$ cat config.mk
export PLATFORM = sky130hd
export DESIGN_NAME = sprite_pose_ctrl
export DESIGN_NICKNAME = d
export VERILOG_FILES = /design/src/rtl/sprite_pose_ctrl.sv
export SDC_FILE = /design/constraint.sdc
export NUM_CORES = 1
export LEC_CHECK = 0
export ABC_AREA = 1
export CORE_ASPECT_RATIO = 0.8
export CORE_UTILIZATION = 46
export CTS_BUF_LIST = sky130_fd_sc_hd__clkbuf_8
export CTS_CLUSTER_SIZE = 30
export DETAILED_ROUTE_END_ITERATION = 16
export GPL_TIMING_DRIVEN = 0
export PLACE_DENSITY = 0.88
export SYNTH_ARGS = -nofsm -noshare
export SYNTH_HDL_FRONTEND = slang
export SYNTH_SLANG_ARGS = --single-unit
$ cat constraint.sdc
create_clock -name iVGA_CLK -period 4.25 [get_ports iVGA_CLK]
set_input_delay 0.6375 -clock iVGA_CLK [delete_from_list [all_inputs] [get_ports iVGA_CLK]]
set_output_delay 0.6375 -clock iVGA_CLK [all_outputs]
set_load 0.03 [all_outputs]
$ cat src/rtl/sprite_pose_ctrl.sv
// sprite_pose_ctrl
//   Once-per-frame sprite pose selector. On each falling edge of the active-low
//   vertical sync the player status word is snapshotted for the renderer and a
//   sprite pose is chosen from it. Action poses are held for a minimum number
//   of frames unless a higher-priority action preempts them. The walk pose
//   alternates between two frames every WALK_DIV frames.
//
// Parameters
//   HOLD_FRAMES  minimum frames an action pose stays on screen (1..15)
//   WALK_DIV     frames per walk-phase toggle (1..15)
//
// Ports
//   iVGA_CLK    in   1    pixel clock, all state changes on its rising edge
//   iRST_n      in   1    asynchronous active-low reset
//   iVS         in   1    vertical sync, active-low
//   pVGA        in   128  player status word
//   oSnap       out  128  pVGA latched at the frame tick
//   oPose       out  3    0 normal, 1 attack, 2 down, 3 down-B, 4 side-B,
//                         5 up-B, 6 B, 7 walk
//   oWalkPhase  out  1    alternate walk frame select
//   oFrameTick  out  1    one-cycle pulse following each frame update
module sprite_pose_ctrl #(
  parameter int HOLD_FRAMES = 6,
  parameter int WALK_DIV    = 8
) (
  input  logic         iVGA_CLK,
  input  logic         iRST_n,
  input  logic         iVS,
  input  logic [127:0] pVGA,
  output logic [127:0] oSnap,
  output logic [2:0]   oPose,
  output logic         oWalkPhase,
  output logic         oFrameTick
);

  localparam logic [2:0] POSE_NORMAL = 3'd0;
  localparam logic [2:0] POSE_ATTACK = 3'd1;
  localparam logic [2:0] POSE_DOWN   = 3'd2;
  localparam logic [2:0] POSE_DOWNB  = 3'd3;
  localparam logic [2:0] POSE_SIDEB  = 3'd4;
  localparam logic [2:0] POSE_UPB    = 3'd5;
  localparam logic [2:0] POSE_B      = 3'd6;
  localparam logic [2:0] POSE_WALK   = 3'd7;

  localparam logic [3:0] HOLD_LOAD = 4'(HOLD_FRAMES - 1);
  localparam logic [3:0] WALK_LAST = 4'(WALK_DIV - 1);

  typedef enum logic {ST_FREE, ST_HOLD} state_t;

  state_t     r_state;
  logic       r_vs_q;
  logic [3:0] r_hold_cnt;
  logic [3:0] r_walk_cnt;

  logic       w_tick;
  logic [2:0] w_req;
  logic       w_preempt;
  logic [2:0] w_next_pose;
  logic [3:0] w_next_hold;
  state_t     w_next_state;

  // Requested pose from the live status word, highest priority first.
  function automatic logic [2:0] f_req_pose(input logic [127:0] v);
    logic [2:0] p;
    if (v[101])                               p = POSE_ATTACK;
    else if (v[103])                          p = POSE_DOWNB;
    else if (v[102])                          p = POSE_UPB;
    else if (v[104] || v[105])                p = POSE_SIDEB;
    else if (v[106])                          p = POSE_B;
    else if (v[71:69] == 3'b000 && v[113])    p = POSE_DOWN;
    else if (v[79:78] != 2'b10 && v[79:78] != 2'b01 && v[113])
                                              p = POSE_WALK;
    else                                      p = POSE_NORMAL;
    return p;
  endfunction

  // Priority rank of action poses; 0 marks a free pose.
  function automatic logic [2:0] f_rank(input logic [2:0] p);
    logic [2:0] r;
    case (p)
      POSE_ATTACK: r = 3'd5;
      POSE_DOWNB:  r = 3'd4;
      POSE_UPB:    r = 3'd3;
      POSE_SIDEB:  r = 3'd2;
      POSE_B:      r = 3'd1;
      default:     r = 3'd0;
    endcase
    return r;
  endfunction

  // vs_q resets to 0, so a reset released with iVS low cannot fake a fall.
  assign w_tick    = ~iVS & r_vs_q;
  assign w_req     = f_req_pose(pVGA);
  assign w_preempt = (f_rank(w_req) != 3'd0) && (f_rank(w_req) > f_rank(oPose));

  // Pose/hold decision evaluated every cycle, committed only on a tick.
  always_comb begin
    w_next_pose  = w_req;
    w_next_hold  = 4'd0;
    w_next_state = ST_FREE;
    if (r_state == ST_HOLD && w_preempt) begin
      w_next_hold  = HOLD_LOAD;
      w_next_state = ST_HOLD;
    end else if (r_state == ST_HOLD && r_hold_cnt != 4'd0) begin
      w_next_pose  = oPose;
      w_next_hold  = r_hold_cnt - 4'd1;
      w_next_state = ST_HOLD;
    end else if (f_rank(w_req) != 3'd0) begin
      // Expired hold falls through here, so a still-requested action reloads.
      w_next_hold  = HOLD_LOAD;
      w_next_state = ST_HOLD;
    end
  end

  always_ff @(posedge iVGA_CLK or negedge iRST_n) begin
    if (!iRST_n) begin
      r_vs_q     <= 1'b0;
      r_state    <= ST_FREE;
      r_hold_cnt <= 4'd0;
      r_walk_cnt <= 4'd0;
      oSnap      <= '0;
      oPose      <= POSE_NORMAL;
      oWalkPhase <= 1'b0;
      oFrameTick <= 1'b0;
    end else begin
      r_vs_q     <= iVS;
      oFrameTick <= w_tick;
      if (w_tick) begin
        oSnap      <= pVGA;
        oPose      <= w_next_pose;
        r_state    <= w_next_state;
        r_hold_cnt <= w_next_hold;
        // Walk phase only advances while walk is kept across ticks.
        if (w_next_pose == POSE_WALK && oPose == POSE_WALK) begin
          if (r_walk_cnt == WALK_LAST) begin
            r_walk_cnt <= 4'd0;
            oWalkPhase <= ~oWalkPhase;
          end else begin
            r_walk_cnt <= r_walk_cnt + 4'd1;
          end
        end else begin
          r_walk_cnt <= 4'd0;
          oWalkPhase <= 1'b0;
        end
      end
    end
  end

endmodule
Word level (Yosys, flattened, before mapping):

Index checks and enable logic that the tools add are counted.

* add/sub/neg operators: 2
* multiplexer cells: 23
* $lt $le $gt $ge: 1
* eq/ne operators: 16
* bitwise logic cells: 3
* reduce and logical (&&, ||, !) cells: 13

Operators with widths (number)
* 3-bit 2-to-1 mux: 12
* 3-bit case mux with 5 select lines: 2
* 3-bit == test (second input constant): 8
* 4-bit 2-to-1 mux: 4
* 1-bit logical AND: 7
* 3-bit by 1-bit == test with 1-bit output (second input constant): 2
* 3-bit by 2-bit == test with 1-bit output (second input constant): 2
* 3-bit nonzero test: 2
* 1-bit 2-to-1 mux: 5
* 4-bit by 1-bit adder with 4-bit output (second input constant): 1
* 4-bit by 3-bit == test with 1-bit output (second input constant): 1
* 2-bit by 1-bit inequality test with 1-bit output (second input constant): 2
* 4-bit nonzero test: 1
* 4-bit by 1-bit subtractor with 4-bit output (second input constant): 1
* 3-bit > comparator: 1
* 3-bit logical NOT: 1
* 2-bit inequality test (second input constant): 1
* 1-bit NOT: 2
* 2-bit AND reduction: 1
* 1-bit AND: 1
* 1-bit logical OR: 1

* output and inout bits: 133
* flip-flop bits (word level): 143

Logic depth before layout (Yosys ltp):

* word-level depth: 20
* gate-level depth with buffers: 19
* mapped depth without buffers: 19

Worst setup path after synthesis:

No wires, ideal clock.

* kind: input -> register
* start: input port pVGA[78]
* end: register oWalkPhase
* path buffers: 0
* setup slack: 1.921 ns
* arrival time: 2.211 ns
* setup time: 0.118 ns
* stages on the path: 18
* cell sequence: inv_1 > nand2_1 > nand2_2 > nand3_1 > nand2_1 > clkinv_1 > nand3_2 > nand2_1 > o21bai_1 > ha_1 > nand3_1 > nand2_1 > nand2_1 > o211ai_2 > nand3_2 > nand2_1 > nand2_1 > nand2_1

* longest elaborated chain between the ends: 20
* elaborated cells on any way between the ends: 28
* those cells by class: 1 x order compare; 9 x eq/ne; 11 x mux; 7 x reduce/logical

Ends and longest elaborated chain
* from (decl): RTL line 29 `input logic [127:0] pVGA,`
* 2-bit inequality test or 2-bit by 1-bit inequality test with 1-bit output (tied branches): RTL line 71 `else if (v[79:78] != 2'b10 && v[79:78] != 2'b01 && v[113])`
* 1-bit logical AND * (2 in series): RTL line 71
* 3-bit 2-to-1 mux *: RTL line 71
* 3-bit 2-to-1 mux *: RTL line 70 `else if (v[71:69] == 3'b000 && v[113]) p = POSE_DOWN;`
* 3-bit 2-to-1 mux *: RTL line 69 `else if (v[106]) p = POSE_B;`
* 3-bit 2-to-1 mux *: RTL line 68 `else if (v[104] || v[105]) p = POSE_SIDEB;`
* 3-bit 2-to-1 mux *: RTL line 67 `else if (v[102]) p = POSE_UPB;`
* 3-bit 2-to-1 mux *: RTL line 66 `else if (v[103]) p = POSE_DOWNB;`
* [... 3 more ...]
* 3-bit > comparator or 3-bit nonzero test (tied branches): RTL line 94 `assign w_preempt = (f_rank(w_req) != 3'd0) && (f_rank(w_req) > f_rank(oPose));`
* 1-bit logical AND: RTL line 94
* 1-bit logical AND: RTL line 101 `if (r_state == ST_HOLD && w_preempt) begin`
* 3-bit 2-to-1 mux *: RTL line 101
* 3-bit == test *: RTL line 134 `if (w_next_pose == POSE_WALK && oPose == POSE_WALK) begin`
* 1-bit logical AND *: RTL line 134
* 2-bit by 1-bit inequality test with 1-bit output (no source line)
* 2-bit AND reduction (no source line)
* to (signal assigned): RTL line 137 `oWalkPhase <= ~oWalkPhase;`
* to (decl): RTL line 32 `output logic oWalkPhase,`

Mark *: on every way between the ends. The rest lies on a longest branch, timed or not.
A chain may end at the register's enable or synchronous reset.

Worst setup path after layout:

* start: input port pVGA[113]
* end: register oWalkPhase

* longest elaborated chain between the ends: 18
* elaborated cells on any way between the ends: 26
* those cells by class: 1 x order compare; 7 x eq/ne; 11 x mux; 7 x reduce/logical

Ends and longest elaborated chain
* 1-bit logical AND: RTL line 71
* 3-bit 2-to-1 mux: RTL line 71
* 3-bit 2-to-1 mux *: RTL line 70
* 3-bit 2-to-1 mux *: RTL line 69
* 3-bit 2-to-1 mux *: RTL line 68
* 3-bit 2-to-1 mux *: RTL line 67
* 3-bit 2-to-1 mux *: RTL line 66
* 3-bit 2-to-1 mux *: RTL line 65 `if (v[101]) p = POSE_ATTACK;`
* [... 2 more ...]
* 3-bit > comparator or 3-bit nonzero test (tied branches): RTL line 94
* 1-bit logical AND: RTL line 94
* 1-bit logical AND: RTL line 101
* 3-bit 2-to-1 mux *: RTL line 101
* 3-bit == test *: RTL line 134
* 1-bit logical AND *: RTL line 134
* 2-bit by 1-bit inequality test with 1-bit output (no source line)
* 2-bit AND reduction (no source line)

Marks and branches as above.

==> flow_summary_export.csv <==
group,metric,value,unit
timing,worstMarginPinSlew,0.6103,ns
clock_tree,worstSkewPairLatency,0.43,ns
floorplan,initial_core_util,47.33,%
clock_tree,cts_sinks,143,
worst_setup_path,endpoint_kind,"register",
synthesis,avgSynthCellArea,8.617,um2
finish,antenna_cells,0,
clock_tree,h-tree-depth,4,
finish,drive_above_1_share,6.302,%
worst_setup_path,path_cells,"clkdlybuf4s50_1, inv_2, nor2_2, a21oi_2, nand2_1, nand2_1, a21oi_2, nand2_1, nand2_1, o21bai_1, ha_1, nand3_1, nand2_1, nand2_1, o211ai_2, nand3_2, nand2_1, nand2_1, nand2_1",
clock_tree,clk_pin_slew_worst_paths,0.08,ns
routing,drt_pass1_iterations,4,
grt,grt_max_degree,87,
synthesis,netlist.area_leader.share,61.70,%
worst_setup_path,crit_type,"in -> reg",
synthesis,synth_cell_types,33,
synthesis,synth_seq_cells,143,
floorplan,coreArea,12250,um2
synthesis,syn-num-nets,809,
placement,dpl.hpwl,11870,um
grt,grt.total_usage,24.91,%
synthesis,synth_area_leaders,"dfrtp_1 62%, nand2_1 26%, inv_1 1.3%",
status,status,"finished clean",
pwr,p_leak,4.437,nW
worst_setup_path,crit_start,"pVGA[113]",
grt,antenna_found_initial,0,
finish,final_util,73.69,%
worst_setup_path,cp.arrival,2.99,ns
timing,slew_headroom,59.32,%
routing,vias_per_cell,4.644,
job,maxCapViolCount,0,
floorplan,fp.dieW,127.5,um
floorplan,die_h,102.4,um
clock_tree,cts_hold_buffers,0,
timing,skew,0.01165,ns
worst_setup_path,slowest_stage,"clkdlybuf4s50_1",
finish,final-seq-area,3578,um2
grt,grt.overflow.total,0,
synthesis,synth_cells,673,
grt,grt_pass1_vias,5006,
placement,io_buffer_count,263,
synthesis,ys_seq_area_share,61.70,%
routing,routed_wirelength,15810,um
worst_setup_path,r2r_end,"oWalkPhase",
placement,gp_congestion,0.8021,
clock_tree,cts_setup_buffers,0,
pwr,ir_worst_vdd,0.2422,mV
clock_tree,root_buffer,"clkbuf_8",
worst_setup_path,reg2reg_slack,2.23,ns
timing,period_share,62.98,%
timing,max_freq,0.3736,GHz
clock_tree,post_cts_resize_count,0,
timing,setup_viol,0,
timing,hold_viol,0,
pwr,finalPower,0.003847,W
routing,vias,5290,
routing,drc_errors,0,
worst_setup_path,cp-start-kind,"primary input",
worst_setup_path,slowest_delay,0.55,ns
pwr,pwr_density_cell,426.1,nW/um2
clock_tree,cts_tree,"built",
floorplan,io_pins,264,
floorplan,num_rows,36,
finish,syn_to_final_growth,55.69,%
worst_setup_path,crit_fanout,4,
finish,multiInputGateArea,2002,um2
grt,grt_pass1_wl,24780,um
worst_setup_path,worst_ep_required_time,4.56,ns
routing,wire_per_inst,13.88,um
worst_setup_path,r2r_start,"oPose[0]",
timing,period_minus_slack,2.677,ns
worst_setup_path,path_buf_inv,2,
clock_tree,cts_buffer_depth,2,
synthesis,yosys.area.top_type,"dfrtp_1",
routing,route.antenna.remaining_nets,0,
worst_setup_path,cp_top_family,"simple AND/OR/NAND/NOR gates",
worst_setup_path,cp_common_cell,"nand2_1",
hold_path,hold_class,"in -> async",
worst_setup_path,reg2reg_depth,11,
finish,nets,1092,
timing,drv_slew,0,
synthesis,ys_warn_count,0,
clock_tree,cts_buffers,17,
finish,nFillCells,911,
timing,rsz0062_at_grt,"false",
floorplan,die_area,13060,um2
routing,drt-initial-drc-count,171,
synthesis,syn-cell-area,5799,um2
worst register-to-register path, delay by kind of cell, from the launching register on:
family | cells | cell delay, ns
AOI/OAI and AO/OA | 3 | 0.32
buffers and inverters | 1 | 0.07
and+or+nand+nor | 6 | 0.82
DFF | 1 | 0.41
adders and majority gates | 1 | 0.30
cells in the final DEF, fill, tap and decap left out, drive strengths merged, types with 5 or more instances in the layout:
master         count
clkinv             5
clkdlybuf4s50    262
buf               14
ha                 5
clkbuf            35
o21ai             18
clkinvlp           5
dfrtp            143
nand3              9
nand2            405
nor2              11
inv               29
a21oi              8
stage by stage:
step	instance area, um2	hold slack (ns)	TNS, ns	instances	setup slack (ns)
floorplan	5799	0.3419	0	673	1.921
global route	9029	0.1764	0	1139	1.442
finish	9029	0.1644	0	1139	1.573
CTS	9029	0.1695	0	1139	1.628
detailed placement	8675	0.4575	0	1108	1.179
global placement	8646	0.4520	-441.71	1107	-3.103
where the power goes:
group	switching, W	internal [W]
registers	0.000104	0.00154
clock network	0.000520	0.000458
logic	0.000705	0.000520
total	0.00133	0.00252
registers in the layout (all words and copies together) (netlist names):
signal,count
oWalkPhase,1
r_vs_q,1
oPose,3
oSnap,128
oFrameTick,1
r_hold_cnt,4
r_state,1
r_walk_cnt,4
synthesized netlist by cell type, drive strengths merged:
| master | instances |
|---|---|
| nor2 | 11 |
| o21ai | 18 |
| o22ai | 1 |
| inv | 24 |
| and2 | 1 |
| nand4 | 3 |
| nor3 | 1 |
| nand2 | 405 |
| buf | 12 |
| nand3b | 1 |
| dfrtp | 143 |
| or2 | 3 |
| a21oi | 8 |
| xor2 | 3 |
| o21bai | 2 |
| nand3 | 9 |
| clkbuf | 18 |
| clkinv | 2 |
| a31oi | 2 |
| ha | 5 |
| o211ai | 1 |
worst max-delay path by stage:
stage | endpoint | slack, ns | depth (start not counted)
after floorplan | oWalkPhase | 1.92 | 18
after global placement | oSnap[14] | -3.10 | 1
after detailed placement | oWalkPhase | 1.18 | 19
after CTS | oWalkPhase | 1.63 | 19
after global routing | oWalkPhase | 1.44 | 19
final | oWalkPhase | 1.57 | 19
logic make-up (layout without fill, tap and decap cells):
group | after synthesis | in the layout | share of synthesized area [%]
AO/OA/AOI/OAI | 32 | 32 | 3.560
XOR/XNOR | 3 | 3 | 0.4532
adder cells (fa/ha/maj) | 5 | 5 | 1.079
buffers and inverters | 56 | 351 | 3.776
flip-flops | 143 | 143 | 61.70
AND/OR/NAND/NOR | 434 | 434 | 29.43
metal layers:
layer | global-route usage (%) | wire length, um | vias up | share of wire (%)
met2 | 41.91 | 7727 | 174 | 49
met4 | 6.502 | 125 | 0 | 0.79
met5 | 0 | 0 | - | 0
met3 | 9.372 | 1474 | 12 | 9.3
li1 | - | - | 2622 | -
met1 | 30.46 | 6480 | 2482 | 41
final cells by class:
class	count	area share (%)
Buffer	30	1.344
Clock buffer	17	2.591
Clock inverter	14	1.330
Inverter	26	1.081
Multi-Input combinational cell	474	22.17
Sequential cell	143	39.63
Tap cell	171	2.370
Timing Repair Buffer	264	29.48
Note: power is estimated with default switching activity, not from simulation.
